**config.mk**
```make
export PLATFORM = sky130hd
export DESIGN_NAME = ebpf_mul_wb_stage_flat
export DESIGN_NICKNAME = d
export VERILOG_FILES = /design/src/rtl/ebpf_mul_wb_stage_if.sv /design/src/rtl/ebpf_mul_wb_stage.sv /design/src/flat_wrapper.sv
export SDC_FILE = /design/constraint.sdc
export NUM_CORES = 1
export LEC_CHECK = 0
export BUFFER_PORTS_ARGS = -buffer_cell sky130_fd_sc_hd__buf_2
export CAP_MARGIN = 15
export CORE_MARGIN = 10
export CORE_UTILIZATION = 50
export DETAILED_ROUTE_END_ITERATION = 10
export GPL_ROUTABILITY_DRIVEN = 0
export PLACE_DENSITY = 0.79
export SYNTH_ARGS = -nofsm -noshare
export SYNTH_HDL_FRONTEND = slang
export SYNTH_SLANG_ARGS = --single-unit
```
**constraint.sdc**
```tcl
create_clock -name clk -period 5.06 [get_ports clk]
set_input_delay 0.253 -clock clk [delete_from_list [all_inputs] [get_ports clk]]
set_output_delay 0.253 -clock clk [all_outputs]
set_load 0.01 [all_outputs]
```
**src/rtl/ebpf_mul_wb_stage_if.sv**
```systemverilog
`default_nettype none
// ----------------------------------------------------------------------------
// Module  : ebpf_mul_wb_stage_if
// Brief   : Push side (multiplier product) and pop side (writeback) bundle.
// Revision: 1.0 - initial release
// ----------------------------------------------------------------------------
interface ebpf_mul_wb_stage_if #(
  parameter int REG_W = 4
);
  logic               in_valid;
  logic               in_ready;
  logic [127:0]       in_product;
  logic [REG_W-1:0]   in_dst;
  logic               in_alu32;
  logic               out_valid;
  logic               out_ready;
  logic [63:0]        out_data;
  logic [REG_W-1:0]   out_dst;
  logic               out_ovf;

  // slave: the result stage itself; master: multiplier + writeback side
  modport slave (
    input  in_valid, in_product, in_dst, in_alu32, out_ready,
    output in_ready, out_valid, out_data, out_dst, out_ovf
  );

  modport master (
    output in_valid, in_product, in_dst, in_alu32, out_ready,
    input  in_ready, out_valid, out_data, out_dst, out_ovf
  );
endinterface
`default_nettype wire

```
**src/rtl/ebpf_mul_wb_stage.sv**
```systemverilog
`default_nettype none
// ----------------------------------------------------------------------------
// Module  : ebpf_mul_wb_stage
// Brief   : Two-entry result buffer after Mult_64bit; narrows the 128-bit
//           product to ALU64/ALU32 width. MUL_OVF_FLAG_EN adds overflow flag.
// Revision: 1.0 - initial release
// ----------------------------------------------------------------------------
module ebpf_mul_wb_stage #(
  parameter int DEPTH = 2,
  parameter int REG_W = 4
) (
  input  logic                clk,
  input  logic                rst,
  ebpf_mul_wb_stage_if.slave  bus
);

  typedef enum logic [1:0] {
    ST_EMPTY = 2'd0,
    ST_ONE   = 2'd1,
    ST_FULL  = 2'd2
  } state_t;

  state_t             r_state;
  logic               r_rd_ptr;
  logic               r_wr_ptr;
  logic [63:0]        r_data [DEPTH];
  logic [REG_W-1:0]   r_dst  [DEPTH];

  logic               w_push;
  logic               w_pop;
  logic [63:0]        w_narrow;

  assign bus.in_ready  = (r_state != ST_FULL);
  assign bus.out_valid = (r_state != ST_EMPTY);

  assign w_push = bus.in_valid  && bus.in_ready;
  assign w_pop  = bus.out_valid && bus.out_ready;

  // Narrowing happens once at push so the output path is a plain mux.
  assign w_narrow = bus.in_alu32 ? {32'h0, bus.in_product[31:0]}
                                 : bus.in_product[63:0];

  assign bus.out_data = r_data[r_rd_ptr];
  assign bus.out_dst  = r_dst[r_rd_ptr];

`ifdef MUL_OVF_FLAG_EN
  logic               r_ovf [DEPTH];
  logic               w_ovf;
  logic [64:0]        w_hi64;
  logic [96:0]        w_hi32;

  // Product fits when every bit from the destination sign bit upward agrees.
  assign w_hi64 = bus.in_product[127:63];
  assign w_hi32 = bus.in_product[127:31];
  assign w_ovf  = bus.in_alu32 ? !((&w_hi32) || !(|w_hi32))
                               : !((&w_hi64) || !(|w_hi64));

  assign bus.out_ovf = r_ovf[r_rd_ptr];
`else
  logic               w_unused_prod_hi;

  assign w_unused_prod_hi = ^bus.in_product[127:64];
  assign bus.out_ovf      = 1'b0;
`endif

  always_ff @(posedge clk or posedge rst) begin
    if (rst) begin
      r_state  <= ST_EMPTY;
      r_rd_ptr <= 1'b0;
      r_wr_ptr <= 1'b0;
      for (int i = 0; i < DEPTH; i++) begin
        r_data[i] <= '0;
        r_dst[i]  <= '0;
`ifdef MUL_OVF_FLAG_EN
        r_ovf[i]  <= 1'b0;
`endif
      end
    end else begin
      if (w_push) begin
        r_data[r_wr_ptr] <= w_narrow;
        r_dst[r_wr_ptr]  <= bus.in_dst;
`ifdef MUL_OVF_FLAG_EN
        r_ovf[r_wr_ptr]  <= w_ovf;
`endif
        r_wr_ptr         <= ~r_wr_ptr;
      end
      if (w_pop) begin
        r_rd_ptr <= ~r_rd_ptr;
      end

      case (r_state)
        ST_EMPTY: begin
          if (w_push) r_state <= ST_ONE;
        end
        ST_ONE: begin
          if (w_push && !w_pop)      r_state <= ST_FULL;
          else if (w_pop && !w_push) r_state <= ST_EMPTY;
        end
        ST_FULL: begin
          if (w_pop) r_state <= ST_ONE;
        end
        default: r_state <= ST_EMPTY;
      endcase
    end
  end

endmodule
`default_nettype wire

```
**src/flat_wrapper.sv**
```systemverilog
// flat-port wrapper written by rule: the top's interface ports become plain ports
module ebpf_mul_wb_stage_flat 
#(
  parameter int DEPTH = 2,
  parameter int REG_W = 4
)
  (clk, rst, bus_in_valid, bus_in_product, bus_in_dst, bus_in_alu32, bus_out_ready, bus_in_ready, bus_out_valid, bus_out_data, bus_out_dst, bus_out_ovf);
  ebpf_mul_wb_stage_if #(.REG_W(REG_W)) bus_i ();
  input  logic clk;
  input  logic rst;
  input wire logic [$bits(bus_i.in_valid)-1:0] bus_in_valid;
  input wire logic [$bits(bus_i.in_product)-1:0] bus_in_product;
  input wire logic [$bits(bus_i.in_dst)-1:0] bus_in_dst;
  input wire logic [$bits(bus_i.in_alu32)-1:0] bus_in_alu32;
  input wire logic [$bits(bus_i.out_ready)-1:0] bus_out_ready;
  output wire logic [$bits(bus_i.in_ready)-1:0] bus_in_ready;
  output wire logic [$bits(bus_i.out_valid)-1:0] bus_out_valid;
  output wire logic [$bits(bus_i.out_data)-1:0] bus_out_data;
  output wire logic [$bits(bus_i.out_dst)-1:0] bus_out_dst;
  output wire logic [$bits(bus_i.out_ovf)-1:0] bus_out_ovf;
  assign bus_i.in_valid = bus_in_valid;
  assign bus_i.in_product = bus_in_product;
  assign bus_i.in_dst = bus_in_dst;
  assign bus_i.in_alu32 = bus_in_alu32;
  assign bus_i.out_ready = bus_out_ready;
  assign bus_in_ready = bus_i.in_ready;
  assign bus_out_valid = bus_i.out_valid;
  assign bus_out_data = bus_i.out_data;
  assign bus_out_dst = bus_i.out_dst;
  assign bus_out_ovf = bus_i.out_ovf;
  ebpf_mul_wb_stage #(.DEPTH(DEPTH), .REG_W(REG_W)) u_core (.clk(clk), .rst(rst), .bus(bus_i));
endmodule
```
Yosys cells after proc, flatten, opt, wreduce, memory -nomap -nowiden
Index checks and enable logic that the tools add are counted.
- flip-flop bits (word level): 140
- bits in latches: 0
- RAM bits: 0
- memory bits (read-only): 0
- bits of input ports: 137
- output and inout bits: 71
- word-level logic and storage cells: 48
- memories kept: 0
- $add $sub $neg: 0
- $mul: 0
- divide/modulo/power cells: 0
- order comparisons: 3
- equality and inequality tests: 6
- shifts and indexed selects: 0
- mux-type cells: 18
- bitwise logic cells: 4
- reductions and logical operators: 10
- operators with widths (operator ; number):
    2-to-1 mux 64 bit ; 5
    bitwise mux 128 bit ; 1
    demux 64 bit (select 1 bit) ; 1
    2-to-1 mux 4 bit ; 4
    bitwise mux 8 bit ; 1
    2-to-1 mux 2 bit ; 4
    one-hot mux 2 bit (3 select lines) ; 1
    logical AND 1 bit ; 5
    demux 4 bit (select 1 bit) ; 1
    >= comparator 2 bit, second input constant ; 2
    inequality test 2 x 1 -> 1 bit, second input constant ; 2
    inverter 1 -> 2 bit ; 2
    inequality test 3 x 1 -> 1 bit, second input constant ; 1
    AND reduction 3 bit ; 1
    == test 2 x 1 -> 1 bit, second input constant ; 1
    == test 2 bit, second input constant ; 1
    logical NOT 1 bit ; 2
    logical NOT 2 bit ; 1
    less-than comparator 2 x 1 -> 1 bit, second input constant ; 1
    inequality test 2 bit, second input constant ; 1
    inverter 1 bit ; 2
    nonzero test 2 bit ; 1

Depth between registers and ports, before layout
Gate-level depths: netlist of the first run.
- word-level depth: 7
- mapped depth: 6
- gate-level depth less buffers: 3

Worst setup path before layout of the first run
Ideal clock, no wire load.
- path type: register to output
- start point: reg u_core.r_rd_ptr
- end point: out bus_out_data[44]
- data arrival time: 1.299 ns
- data required time: 4.807 ns
- path slack: 3.508 ns
- cell stages (with the launch flop): 5
- path buffers: 3
- cells stage by stage: dfrtp_1 -> clkbuf_1 -> buf_2 -> buf_2 -> mux2_2
- longest elaborated chain between the ends: 4
- RTL lines (element ; RTL line ; text):
    from (decl) ; ebpf_mul_wb_stage.sv:24 ; logic r_rd_ptr;
    from (signal assigned) ; ebpf_mul_wb_stage.sv:88 ; r_rd_ptr <= ~r_rd_ptr;
    inverter 1 -> 2 bit (not written as such) ; ebpf_mul_wb_stage.sv:43 ; assign bus.out_data = r_data[r_rd_ptr];
    2-to-1 mux 64 bit (not written as such) (3 in series) ; ebpf_mul_wb_stage.sv:43 ;
    to (decl) ; flat_wrapper.sv:18 ; output wire logic [$bits(bus_i.out_data)-1:0] bus_out_data;
No other way between the ends. The select of a mux whose other input is x is not followed.

Worst setup path in the final report of the first run
- start point: reg u_core.r_rd_ptr
- end point: out bus_out_data[37]
Same word-level chain as after synthesis.

==> results of run 1 <==
## flip-flops by register name, indices dropped and copies added (netlist names)
register         flops
u_core.r_data      128
u_core.r_dst         8
u_core.r_rd_ptr      1
u_core.r_state       2
u_core.r_wr_ptr      1
## Yosys cell counts (2+ instances only)
library cell / n
sky130_fd_sc_hd__buf_6: 6
sky130_fd_sc_hd__mux2_4: 20
sky130_fd_sc_hd__nand3b_1: 2
sky130_fd_sc_hd__clkbuf_1: 9
sky130_fd_sc_hd__xnor2_1: 2
sky130_fd_sc_hd__nor2b_1: 32
sky130_fd_sc_hd__a21oi_1: 2
sky130_fd_sc_hd__buf_2: 11
sky130_fd_sc_hd__dfrtp_1: 140
sky130_fd_sc_hd__mux2_2: 184
sky130_fd_sc_hd__nand2_1: 2
## worst reg2reg max path: cells and delay by family, from the launching register on
kind | cells | cell delay, ns
flip-flops | 1 | 0.40
multiplexers | 1 | 0.53
AND/OR/NAND/NOR | 2 | 1.08
## through the flow
stage,std cells,hold WS (ns)
finish,743,0.05420
detailed placement,710,0.4723
floorplan,420,0.3161
global placement,710,0.4600
global route,743,0.06672
CTS,741,0.03371
## metal layers
layer / up-vias / GRT usage
li1: 1759 / -
met1: 1921 / 0.1788
met2: 94 / 0.2756
met3: 15 / 0.05753
met4: 0 / 0.05501
met5: - / 0
## area by class of cell
cell class              count  area, µm²
repair buffers            148      778.2
clock buffers              23      488.0
inverters                   1      6.256
flip-flops and latches    140       3505
clock inverters             8      90.09
multi-input cells         251       2681
fillers                  1003       4753
well taps                 172      215.2
## kinds of logic (layout without fill, tap and decap cells)
logic type,count (synthesis),count (layout),share of synthesized area
simple gates,40,40,0.04114
buf+inv,29,180,0.02697
mux,205,205,0.3748
other cells,1,1,0.0005900
xor+xnor,2,2,0.002756
flops,140,140,0.5512
compound gates,3,3,0.002560
## worst paths after layout
check,cells past startpoint,from,slack (ns),endpoint
setup / recovery,3,u_core.r_rd_ptr,2.34,bus_out_data[37]
hold reg to reg,1,u_core.r_data[77],0.50,u_core.r_data[77]
hold / removal,2,bus_out_ready,0.05,u_core.r_state[1]
min in group asynchronous,3,rst,0.44,u_core.r_data[7]
max in group asynchronous,5,rst,3.30,u_core.r_rd_ptr
setup reg to reg,3,u_core.r_state[0],2.93,u_core.r_data[24]
## power by group
part	internal (mW)	switching, mW
combinational	1.23	0.880
clock	0.770	0.442
sequential	1.67	0.330
==> run metrics, run 1 <==
outcome complete, no violations; summed instance area of the synthesized netlist 6356 µm²; via total after detailed routing 3,789; category of cells accounting for the largest share of critical-path delay flip-flops; post-synthesis cell type with the largest combined area sky130_fd_sc_hd__dfrtp_1; later-pin clock latency in the skew report 0.41 ns; post-synthesis instance total 420; GRT Resource Usage Total 0.1598; number of violations of the max-capacitance limit 0; setup_tns 0 ns; total of buffers placed on input and output ports 142; portion of the clock cycle consumed by the worst path in the final layout 0.5372; register bit count reported by yosys 140; hold-fix buffers at CTS 0; aggregate global routing overflow 0; category of the worst setup path launch point register; DRC violations left 0; minimum setup slack in the final design 2.342 ns; area growth from synthesis to layout 22.15%; Sinks on Clock Net 140; CTS clk-pin slew, worst paths 0.06 ns; dominant cells by area after synthesis sky130_fd_sc_hd__dfrtp_1 55%, sky130_fd_sc_hd__mux2_2 33%, sky130_fd_sc_hd__mux2_4 4.7%, sky130_fd_sc_hd__nor2b_1 3.1%, sky130_fd_sc_hd__buf_6 1.1%; post-synth top area share 0.5512; critical path arrival 2.47 ns; die area 17,620 µm²; post-CTS repair timing setup buffer count 0; required arrival time at the worst endpoint 4.81 ns; Max Clock Freq 367.9 MHz; DR WL met3 809 µm; TritonCTS buffer count 17; WL/cell 18.38 µm; number of global-route vias before repair 4,462; initial antenna violation count 0; core utilization of the finished layout 0.6203; number of H-tree levels 4; sequential area share after synthesis 0.5512; cell area after placement 7148 µm²; worst min-delay path category in -> reg; clock tree from TritonCTS yes; number of nets in the layout 696; largest vdd supply drop 0.3508 mV; number of synthesized flops with an enable pin 0; number of detailed-route iterations in the first pass 4; wire length of the first global-routing pass 22,630 µm; total number of yosys warnings 0; iteration-0 DRC count of the detailed router 148; kind of capture point of the worst setup path output port; highest-count cells in the layout ignoring fill and taps 184 x sky130_fd_sc_hd__mux2_2, 142 x sky130_fd_sc_hd__buf_2, 139 x sky130_fd_sc_hd__dfrtp_1, 32 x sky130_fd_sc_hd__nor2b_1, 20 x sky130_fd_sc_hd__mux2_4; final hold vios 0; Tightest Pin Transition 1.124 ns; floorplan row count 41; fraction of layout cells with a size suffix above 1 0.6743; Chip Width 132.8 µm; type of the worst setup path reg -> out; count of cell types in the netlist 21; detailed placer's ending HPWL 9175 µm; standard cell core area 12,520 µm²; worst clock skew on the final layout 0.004762 ns; Max-slew headroom 0.2508; largest net degree at the start of global routing 97; M1 WL 5760 µm; highest fanout seen on the critical path 36; Critical Path Slowest Stage Cell sky130_fd_sc_hd__dfrtp_2; CP peak stage delay 0.90 ns; average footprint of a synthesized cell 15.13 µm²; ANT nets after route 0; post-placement setup slack 2.740 ns; DR vias/cell 5.100; sequence of cells on the critical path buf_4, mux2_2, buf_2; most common cell after layout, fill and taps aside sky130_fd_sc_hd__mux2_2; maximum clock path buffer count 2; number of gates given a new drive strength after cts 0; vertical extent of the die 132.8 µm; minimum clock period after layout 2.718 ns; I/O pin total 208; Main synth FF type sky130_fd_sc_hd__dfrtp_1; ratio of total power to cell area 685.4 nW/µm²; total inserted antenna cells 0; crit path buf inv count 2; Highest Signal Layer met4; Total Power Consumption 5.321 mW; wire length reported by the detailed router 13,660 µm; setup repair after global routing missed its margin no; share of flip-flops with an asynchronous set or reset 1.000; met2 wire length 6956 µm; total nets after synthesis 557; LEAKAGE 3.711 nW; Initial Util 0.5078; design area 7764 µm²; Final Setup Violations 0; Root Driver sky130_fd_sc_hd__clkbuf_16; count of pins over their slew limit 0
Power figures use the tool's default switching activity.
==> run 2, diff against run 1 <==
ABC_AREA = 1   (was default)
PLACE_DENSITY = 0.78   (was 0.79)
clock period = 2.6 ns   (was 5.06 ns; I/O delays follow)
==> run 2 against run 1 <==
Net effect: worst setup slack worse by 1.7 ns; area after synthesis increased by 8.4%; cell count increased by 68%; first-iteration DRC count increased to 5.4 times the previous value; global-route usage grew 5.0 points; sequential share of layout area shrank 4.0 points; clock skew increased by 0.00085 ns; combinational power grew 55%; register-to-register slack got worse by 2.0 ns; critical path type unchanged; largest cell class unchanged.
==> run metrics, run 2 <==
vertical extent of the die 137.4 µm (+3.5%); CTS clk-pin slew, worst paths 0.05 ns (about the same); setup_tns 0 ns (unchanged); number of H-tree levels 4 (unchanged); required arrival time at the worst endpoint 2.47 ns (-2.34 ns); type of the worst setup path reg -> out; total of buffers placed on input and output ports 142 (unchanged); kind of capture point of the worst setup path output port; Largest register FFs 128 (unchanged); dominant cells by area after synthesis sky130_fd_sc_hd__dfrtp_1 51%, sky130_fd_sc_hd__nand2_1 27%, sky130_fd_sc_hd__nand4_1 12%, sky130_fd_sc_hd__buf_2 3.3%, sky130_fd_sc_hd__inv_1 2.2%; Pint 5.387 mW (+47%); parity-gate share of the synthesized area counting xor and xnor cells 0 (-0.002756); maximum clock path buffer count 2 (unchanged); outcome complete, no violations; number of synthesized flops with an enable pin 0 (unchanged); Final Setup Violations 0 (unchanged); count of cell types in the netlist 16 (-24%); Worst Hold Slack 0.03286 ns (-0.02134 ns); post-synthesis cell type with the largest combined area sky130_fd_sc_hd__dfrtp_1; fraction of layout cells with a size suffix above 1 0.1759 (-0.4984); P_sw 3.372 mW (+100%); sequence of cells on the critical path buf_4, nand2_1, nand2_1, buf_2; largest registers ranked by flip-flop count u_core.r_data x128, u_core.r_dst x8, u_core.r_state x2; post-placement setup slack 0.9770 ns (-1.763 ns); part of the total power dissipated in the clock network 0.250 (+0.022); total number of yosys warnings 0 (unchanged); switching fraction of total power 0.3850 (+0.07460); Critical path origin u_core.r_rd_ptr; share of flip-flops with an asynchronous set or reset 1.000 (unchanged); Main synth FF type sky130_fd_sc_hd__dfrtp_1; category of the worst setup path launch point register; DR vias/cell 5.421 (+6.3%); area growth from synthesis to layout 23.80%; number of violations of the max-capacitance limit 0 (unchanged); Initial Util 0.5160 (+0.008232); dominant combinational cell family by area after synthesis simple AND/OR/NAND/NOR gates; floorplan row count 42 (+2.4%); Critical Path Slowest Stage Cell sky130_fd_sc_hd__buf_4; core utilization of the finished layout 0.6388 (+0.01857); portion of the clock cycle consumed by the worst path in the final layout 0.7682; sequential area share after synthesis 0.5086 (-0.04255); area fraction in compound gates after synthesis 0 (-0.002559); Chip Width 137.4 µm (+3.5%); Max Clock Freq 500.7 MHz; category of cells accounting for the largest share of critical-path delay buffers and inverters; Flop pwr share 0.376 (about the same); post-CTS repair timing setup buffer count 0 (unchanged); post-synthesis instance total 924 (+120%); I/O pin total 208 (unchanged); iteration-0 DRC count of the detailed router 800 (+440%); Max-slew headroom 0.4399 (+0.1892); crit path buf inv count 2 (unchanged); register bit count reported by yosys 140 (unchanged); number of placed instances, taps included 1,178 (+66%); later-pin clock latency in the skew report 0.41 ns (about the same); critical path arrival 1.87 ns (-0.60 ns); most common cell after layout, fill and taps aside sky130_fd_sc_hd__nand2_1; hold-fix buffers at CTS 38 (+38); initial antenna violation count 1 (+1); Root Driver sky130_fd_sc_hd__clkbuf_16; summed instance area of the synthesized netlist 6888 µm² (+8.4%); top cells by count, synth 489 x sky130_fd_sc_hd__nand2_1, 140 x sky130_fd_sc_hd__dfrtp_1, 136 x sky130_fd_sc_hd__nand4_1; start point of the worst hold path bus_in_product[54]; setup repair after global routing missed its margin no; most flop-heavy register u_core.r_data; number of nets in the layout 1,196 (+72%); ANT nets after route 0 (unchanged); die area 18,870 µm² (+7.1%); number of gates given a new drive strength after cts 0 (unchanged); LEAKAGE 4.945 nW (+33%); wire length reported by the detailed router 19,720 µm (+44%); simple-gate share of the synthesized area 0.4134 (+0.3723); final instance count without filler cells 1,246 (+68%); detailed placer's ending HPWL 11,090 µm (+21%); library cell with the highest instance count after synthesis sky130_fd_sc_hd__nand2_1; adder-cell share of the synthesized area 0 (unchanged); count of pins over their slew limit 0 (unchanged); multiplexer share of the synthesized area 0 (-0.3748); worst clock skew on the final layout 0.005610 ns (+0.0008478 ns); number of global-route vias before repair 6,487 (+45%); highest-count cells in the layout ignoring fill and taps 489 x sky130_fd_sc_hd__nand2_1, 141 x sky130_fd_sc_hd__buf_2, 138 x sky130_fd_sc_hd__dfrtp_1, 136 x sky130_fd_sc_hd__nand4_1, 39 x sky130_fd_sc_hd__inv_1; WL/cell 15.82 µm (-14%); relative contribution of combinational cells to total power 0.374 (-0.022); number of detailed-route iterations in the first pass 5 (+1); Tightest Pin Transition 0.8401 ns (-0.2837 ns); GRT Resource Usage Total 0.2094 (+0.04959); minimum setup slack in the final design 0.6027 ns (-1.739 ns); Sinks on Clock Net 140 (unchanged); post-synth top area share 0.5086 (-0.04255); largest net degree at the start of global routing 141 (+45%); final hold vios 0 (unchanged); aggregate global routing overflow 0 (unchanged); worst min-delay path category in -> reg; TritonCTS buffer count 17 (unchanged); total nets after synthesis 1,061 (+90%); highest fanout seen on the critical path 69 (+92%); CP peak stage delay 0.64 ns (-0.26 ns); via total after detailed routing 6,754 (+78%); minimum clock period after layout 1.997 ns; start of the worst register-to-register path u_core.r_state[0]; largest vdd supply drop 0.6537 mV (+86%); ratio of total power to cell area 1027 nW/µm² (+50%); most repeated library cell on the critical path sky130_fd_sc_hd__nand2_1; clock tree from TritonCTS yes; average footprint of a synthesized cell 7.454 µm² (-51%); wire length of the first global-routing pass 31,930 µm (+41%); DRC violations left 0 (unchanged); standard cell core area 13,350 µm² (+6.6%)
run 2: changes by cell type in the layout (fill, tap and decap cells not counted), moves of 32 or more:
cell | previous run | this run
sky130_fd_sc_hd__inv_1 | 0 | 39
sky130_fd_sc_hd__nand2_1 | 2 | 489
sky130_fd_sc_hd__dlygate4sd3_1 | 1 | 38
sky130_fd_sc_hd__mux2_2 | 184 | 0
sky130_fd_sc_hd__nor2b_1 | 32 | 0
sky130_fd_sc_hd__nor2_1 | 0 | 32
sky130_fd_sc_hd__nand4_1 | 0 | 136
run 2: worst min-delay path, cell delays in order:
cell                      delay, ns
sky130_fd_sc_hd__buf_2         0.09
sky130_fd_sc_hd__inv_1         0.04
sky130_fd_sc_hd__nor2_1        0.04
sky130_fd_sc_hd__nand4_1       0.06
sky130_fd_sc_hd__nand2_1       0.04
run 2: final timing paths:
path                                 endpoint  slack, ns  depth (start not counted)
setup / recovery             bus_out_data[61]       0.60                          4
hold / removal             u_core.r_data[118]       0.03                          5
setup reg to reg            u_core.r_data[29]       0.93                          6
hold reg to reg              u_core.r_data[8]       0.47                          2
max in group asynchronous     u_core.r_rd_ptr       1.52                          4
min in group asynchronous   u_core.r_data[94]       0.49                          4
run 2: power groups by stage:
stage / logic, mW / registers, mW / clock network (mW)
after global placement: 3.19 / 3.27 / 0
after floorplan: 2.10 / 3.21 / 0
after global routing: 3.67 / 3.37 / 2.32
after detailed placement: 3.23 / 3.30 / 0
after CTS: 3.29 / 3.28 / 2.22
final: 3.28 / 3.29 / 2.19
run 2: cells by family (layout without fill, tap and decap cells):
family / after synthesis / after routing
flip-flops: 140 / 140
other: 1 / 2
AND/OR/NAND/NOR: 663 / 663
buffers and inverters: 120 / 265
run 2: routing by layer:
layer,global-route usage,up-vias,share of wire
li1,-,3231,-
met1,0.2688,3156,0.41
met2,0.3414,340,0.49
met3,0.04843,27,0.091
met4,0.07026,0,0.012
met5,0,-,0
run 2: per-stage QoR:
stage / power [mW] / cell area [µm²]
finish: 8.759 / 8527
global route: 9.354 / 8527
CTS: 8.799 / 8524
detailed placement: 6.531 / 7612
global placement: 6.462 / 7612
floorplan: 5.317 / 6892
run 2: layout make-up:
class,instances,area (µm²)
antenna,1,2.502
clock buffer,28,526.8
clock inverter,1,5.005
fill,1193,4821
inverter,42,161.4
multi-input combinational,664,2856
sequential,140,3506
tap,176,220.2
timing repair buffer,194,1249
